### config.mk
export PLATFORM = sky130hd
export DESIGN_NAME = addr_sync_buffer
export DESIGN_NICKNAME = d
export VERILOG_FILES = /design/src/rtl/addr_sync_buffer.sv
export SDC_FILE = /design/constraint.sdc
export NUM_CORES = 2
export LEC_CHECK = 0
export CAP_MARGIN = 15
export CORE_ASPECT_RATIO = 1.2
export CORE_MARGIN = 3
export CORE_UTILIZATION = 55
export CTS_CLUSTER_DIAMETER = 30
export DETAILED_ROUTE_END_ITERATION = 7
export GPL_ROUTABILITY_DRIVEN = 0
export GPL_TIMING_DRIVEN = 0
export HOLD_SLACK_MARGIN = 0.03
export PLACE_DENSITY = 0.71
export SYNTH_ARGS = -nofsm -noshare
export SYNTH_HDL_FRONTEND = slang
export SYNTH_SLANG_ARGS = --single-unit
### constraint.sdc
create_clock -name clk -period 9 [get_ports clk]
set_clock_uncertainty 0.15 [all_clocks]
set_input_delay 1.8 -clock clk [delete_from_list [all_inputs] [get_ports clk]]
set_output_delay 1.8 -clock clk [all_outputs]
set_load 0.005 [all_outputs]
### src/rtl/addr_sync_buffer.sv
// rtl/addr_sync_buffer.sv - addressed storage buffer with count-based full/empty flags
// Optional macro ADDR_SYNC_BUFFER_BYPASS_EN forwards write data to a same-address read.
module addr_sync_buffer #(
  parameter int DATA_WIDTH = 32,
  parameter int ADDR_WIDTH = 6
) (
  input  logic                  clk,
  input  logic                  rst,
  input  logic                  wr_cs,
  input  logic                  wr_en,
  input  logic [ADDR_WIDTH-1:0] address_to_write,
  input  logic [DATA_WIDTH-1:0] data_in,
  input  logic                  rd_cs,
  input  logic                  rd_en,
  input  logic [ADDR_WIDTH-1:0] address_to_read,
  output logic [DATA_WIDTH-1:0] data_out,
  output logic                  empty,
  output logic                  full
);

  localparam int DEPTH = 2 ** ADDR_WIDTH;
  localparam logic [ADDR_WIDTH:0] DEPTH_CNT = (ADDR_WIDTH + 1)'(DEPTH);

  logic [DATA_WIDTH-1:0] mem [DEPTH];
  logic [ADDR_WIDTH:0]   count;

  logic wr_accept;
  logic rd_req;
  logic rd_consume;

  assign empty      = (count == '0);
  assign full       = (count == DEPTH_CNT);
  assign wr_accept  = wr_cs & wr_en & ~full;
  assign rd_req     = rd_cs & rd_en;
  assign rd_consume = rd_req & ~empty;

  // Contents survive reset; only the write itself is suppressed while rst is low.
  always_ff @(posedge clk) begin
    if (rst && wr_accept) begin
      mem[address_to_write] <= data_in;
    end
  end

  always_ff @(posedge clk) begin
    if (!rst) begin
      data_out <= '0;
    end else if (rd_req) begin
`ifdef ADDR_SYNC_BUFFER_BYPASS_EN
      if (wr_accept && (address_to_write == address_to_read)) begin
        data_out <= data_in;
      end else begin
        data_out <= mem[address_to_read];
      end
`else
      data_out <= mem[address_to_read];
`endif
    end
  end

  // A write blocked by full and a read on empty both leave count alone, so it stays in 0..DEPTH.
  always_ff @(posedge clk) begin
    if (!rst) begin
      count <= '0;
    end else begin
      case ({wr_accept, rd_consume})
        2'b10:   count <= count + 1'b1;
        2'b01:   count <= count - 1'b1;
        default: count <= count;
      endcase
    end
  end

endmodule

==> impl_table.tex <==
\begin{tabular}{lr}
\hline
Metric & Value \\
\hline
\multicolumn{2}{l}{\textbf{Pwr}} \\
\quad Reported leakage power & 0.0313 uW \\
\quad PnR Total Power & 24300 uW \\
\quad Power density normalized to cell area & 251 nW/um2 \\
\quad Maximum ir drop on the vdd rail & 0.000234 V \\
\multicolumn{2}{l}{\textbf{Global routing}} \\
\quad Fraction of met3 tracks used by global routing & 10.9\% \\
\quad Maximum number of pins on one net before global-route repair & 65 \\
\quad Remaining Overflow, GRT & 0 \\
\quad All-layer global routing usage & 34.6\% \\
\quad Wire length of the first global-routing pass & 354000 um \\
\quad Grt peak-use layer & met2 \\
\quad Met1 Resource Use GR & 43.1\% \\
\quad Initial antenna violation count & 19 \\
\quad Met2 track demand over resource in global routing & 52.7\% \\
\quad Via count of the first global-routing pass & 44900 \\
\multicolumn{2}{l}{\textbf{STA}} \\
\quad Unrepaired setup endpoints after global routing & no \\
\quad Setup tns final & 0 ps \\
\quad Final WS setup & 3740 ps \\
\quad Transition time at the pin with the least slew margin & 1340 ps \\
\quad Slew HR & 10.9\% \\
\quad Portion of the clock cycle consumed by the worst path in the final layout & 58.5\% \\
\quad Shortest period the worst path allows & 5260 ps \\
\quad Count of endpoints failing hold in the final timing report & 0 \\
\quad Maximum achievable frequency & 190 MHz \\
\quad Final setup violation count & 0 \\
\quad Final slew viol count & 0 \\
\multicolumn{2}{l}{\textbf{Yosys}} \\
\quad Cell type with the largest total area after synthesis & sky130\_fd\_sc\_hd\_\_edfxtp\_1 \\
\quad Sequential-to-total area share from yosys stat & 77.8\% \\
\quad Total standard cell area after synthesis & 80000 um2 \\
\quad Number of synthesis warnings & 0 \\
\quad Most used flip-flop cell after synthesis & sky130\_fd\_sc\_hd\_\_edfxtp\_1 \\
\quad Leading cell types by total area after synthesis & sky130\_fd\_sc\_hd\_\_edfxtp\_1 77\%, sky130\_fd\_sc\_hd\_\_mux4\_2 13\%, sky130\_fd\_sc\_hd\_\_mux2i\_1 2.4\% \\
\quad Count of flip-flops with a built-in enable after synthesis & 2048 \\
\quad Number of nets produced by synthesis & 3688 \\
\quad Average instance area after synthesis & 22.0 um2 \\
\quad Number of storage elements in the synthesis netlist & 2087 \\
\quad Async set-reset flop share out of synthesis & 0\% \\
\quad Number of instances in the synthesized netlist & 3631 \\
\quad Share of the synthesized area in the top cell type & 76.9\% \\
\quad Library cells used by synthesis & 64 \\
\multicolumn{2}{l}{\textbf{Worst setup path}} \\
\quad Critical Path End Type & flop \\
\quad Top Family by Delay on Critical Path & simple AND/OR/NAND/NOR gates \\
\quad Required arrival time at the worst endpoint & 9440 ps \\
\quad Largest stage delay on the critical path & 1090 ps \\
\quad Crit path cell chain & clkdlybuf4s50\_1 -> nand2\_1 -> a41oi\_1 -> and3\_1 -> nand3\_1 -> nor2\_4 -> buf\_12 \\
\quad Slowest cell on crit path & sky130\_fd\_sc\_hd\_\_nor2\_4 \\
\quad Maximum fanout encountered on the critical timing path & 20 \\
\quad Data arrival time at the worst-slack endpoint & 5700 ps \\
\quad Critical path buffers and inverters & 2 \\
\quad Kind of critical path & primary input to flop \\
\quad Startpoint kind of the worst setup timing path & primary input \\
\multicolumn{2}{l}{\textbf{Die}} \\
\quad Core area & 144000 um2 \\
\quad Initial cell density of the core & 55.6\% \\
\quad Chip width & 354 um \\
\quad Die Outline Area & 150000 um2 \\
\quad Rows & 152 \\
\quad Boundary Pins & 84 \\
\quad Die H & 424 um \\
\multicolumn{2}{l}{\textbf{Placement}} \\
\quad Detail Placement HPWL & 158000 um \\
\quad Port bufs & 76 \\
\quad Placed standard-cell area & 86000 um2 \\
\quad Worst setup slack before clock tree synthesis & 2920 ps \\
\multicolumn{2}{l}{\textbf{Drt}} \\
\quad Overall routed net length & 256000 um \\
\quad Iteration-0 DRC count of the detailed router & 7937 \\
\quad DRC violations left & 0 \\
\quad Post-detailed-route via-to-cell ratio & 7.03 \\
\quad Avg WL per Cell & 40.5 um \\
\quad Count of antenna-violating nets left after detailed routing & 0 \\
\quad Pre-antenna DRT Iters & 6 \\
\quad Overall via count from detail\_route & 44500 \\
\multicolumn{2}{l}{\textbf{Clocking}} \\
\quad TritonCTS clock tree & done \\
\quad Deepest clock path buffer count & 4 \\
\quad Num Clock Sinks & 2087 \\
\quad Level count of the clock H-tree & 5 \\
\quad Total of cells resized after clock tree synthesis & 0 \\
\quad Clk\_lat worst skew & 950 ps \\
\quad Count of hold-fix buffers inserted at cts & 0 \\
\quad Number of buffers added for setup after CTS & 0 \\
\quad Clock root cell & sky130\_fd\_sc\_hd\_\_clkbuf\_16 \\
\quad Clock-pin slew on the worst setup and hold paths & 50 ps \\
\quad Num CTS Buffers & 323 \\
\multicolumn{2}{l}{\textbf{Flow run}} \\
\quad Number of max-cap violations & 0 \\
\multicolumn{2}{l}{\textbf{Outcome}} \\
\quad Run status & completed \\
\multicolumn{2}{l}{\textbf{Final layout}} \\
\quad Area of all placed cells without fillers & 96900 um2 \\
\quad Number of nets in the final layout & 4212 \\
\quad Layout area overhead & 21.1\% \\
\quad Fraction of layout instances using a drive strength above 1 & 30.1\% \\
\quad Utilization after layout & 67.4\% \\
\multicolumn{2}{l}{\textbf{Hold path}} \\
\quad Worst Hold Class & flop to flop \\
\hline
\end{tabular}
[kinds of logic after synthesis]
logic type	count (synthesis)	synth area share [%]
AND/OR/NAND/NOR	291	1.63
adder cells (fa/ha/maj)	7	0.119
XOR/XNOR	4	0.0438
flip-flops	2087	77.8
buffers and inverters	216	1.40
AO/OA/AOI/OAI	329	2.96
multiplexers	697	16.0
[registers in the layout, indices dropped and copies added, names as in the netlist]
register  cells
count         7
data_out     32
mem        2048
[final timing paths]
check / from / endpoint / slack (ps) / cells past startpoint
worst max-delay path: wr_cs / mem[23][23] / 3740 / 7
worst min-delay path: count[6] / count[6] / 340 / 2
worst max register to register: count[0] / mem[23][23] / 4530 / 6
worst min register to register: count[6] / count[6] / 340 / 2
[power breakdown]
group | leakage, uW | internal [uW] | switching, uW | total (uW)
registers | 0.0187 | 10700 | 26.8 | 10700
logic | 0.00737 | 401 | 707 | 1110
clock network | 0.00518 | 7920 | 4540 | 12500
total | 0.0313 | 19000 | 5270 | 24300
[cells in the final DEF (no fill, tap or decap), types with 13 or more instances in the layout]
| master | netlist | layout |
|---|---|---|
| sky130_fd_sc_hd__edfxtp_1 | 2048 | 2048 |
| sky130_fd_sc_hd__mux4_2 | 462 | 462 |
| sky130_fd_sc_hd__clkbuf_16 | 0 | 329 |
| sky130_fd_sc_hd__mux2i_1 | 194 | 194 |
| sky130_fd_sc_hd__clkbuf_1 | 91 | 123 |
| sky130_fd_sc_hd__nand2_1 | 111 | 111 |
| sky130_fd_sc_hd__buf_12 | 0 | 84 |
| sky130_fd_sc_hd__a21oi_1 | 75 | 75 |
| sky130_fd_sc_hd__buf_2 | 41 | 74 |
| sky130_fd_sc_hd__nor2_4 | 0 | 64 |
| sky130_fd_sc_hd__o221ai_1 | 56 | 56 |
| sky130_fd_sc_hd__clkdlybuf4s50_1 | 0 | 44 |
| sky130_fd_sc_hd__mux2_2 | 41 | 41 |
| sky130_fd_sc_hd__bufinv_16 | 0 | 41 |
| sky130_fd_sc_hd__dfxtp_1 | 39 | 39 |
| sky130_fd_sc_hd__inv_6 | 0 | 36 |
| sky130_fd_sc_hd__clkinv_1 | 1 | 33 |
| sky130_fd_sc_hd__buf_4 | 32 | 32 |
| sky130_fd_sc_hd__clkinv_2 | 0 | 32 |
| sky130_fd_sc_hd__nor2_1 | 95 | 30 |
| sky130_fd_sc_hd__clkinvlp_4 | 0 | 28 |
| sky130_fd_sc_hd__buf_16 | 0 | 28 |
| sky130_fd_sc_hd__o22ai_1 | 26 | 26 |
| sky130_fd_sc_hd__nand3_1 | 24 | 24 |
| sky130_fd_sc_hd__clkinv_4 | 0 | 24 |
| sky130_fd_sc_hd__buf_1 | 24 | 23 |
| sky130_fd_sc_hd__o21ai_0 | 21 | 21 |
| sky130_fd_sc_hd__a22oi_1 | 21 | 21 |
| sky130_fd_sc_hd__buf_6 | 18 | 20 |
| sky130_fd_sc_hd__diode_2 | 0 | 18 |
| sky130_fd_sc_hd__a221oi_1 | 16 | 16 |
| sky130_fd_sc_hd__o21a_1 | 13 | 13 |
| sky130_fd_sc_hd__and2_1 | 13 | 13 |
[routing by layer]
layer / vias to the layer above / part of all wire, %
met3: 1026 / 13
met5: - / 0.044
met4: 12 / 8.0
met2: 4069 / 46
met1: 22900 / 32
li1: 16600 / -
[final cells by class]
cell class / instances / area (um2)
Sequential cell: 2087 / 62300
Antenna cell: 18 / 45.0
Inverter: 10 / 37.5
Timing Repair Buffer: 199 / 3210
Clock buffer: 365 / 8400
Buffer: 206 / 1080
Fill cell: 8575 / 46900
Tap cell: 1925 / 2410
Clock inverter: 200 / 2330
Multi-Input combinational cell: 1328 / 17100
[metrics by stage]
stage	std cells	hold WS, ps
3_5_place_dp	5749	338
5_1_grt	6320	393
3_3_place_gp	5632	323
4_1_cts	6314	345
6_report	6338	345
2_1_floorplan	3631	307
[worst min-delay path, delay by kind of cell (launching register included)]
kind,cells,cell delay [ps]
AND/OR/NAND/NOR,1,60
flip-flops,1,330
multiplexers,1,50
[synth_stat cells (all sizes together), types with 4 or more instances]
library cell / number
edfxtp: 2048
mux4: 462
mux2i: 194
buf: 115
nand2: 111
nor2: 95
clkbuf: 91
a21oi: 75
o221ai: 56
mux2: 41
dfxtp: 39
o22ai: 26
nand3: 24
o21ai: 23
a22oi: 21
a221oi: 16
and2: 14
o21a: 13
a211oi: 10
nand4: 10
o22a: 10
o311ai: 10
a31oi: 9
inv: 9
o2111ai: 9
o211ai: 9
a211o: 6
ha: 6
nor2b: 6
a2111o: 5
a21o: 5
a22o: 5
nand3b: 5
nand4b: 5
o31ai: 5
or3: 5
xnor2: 4
(Power assumes the default switching activity.)
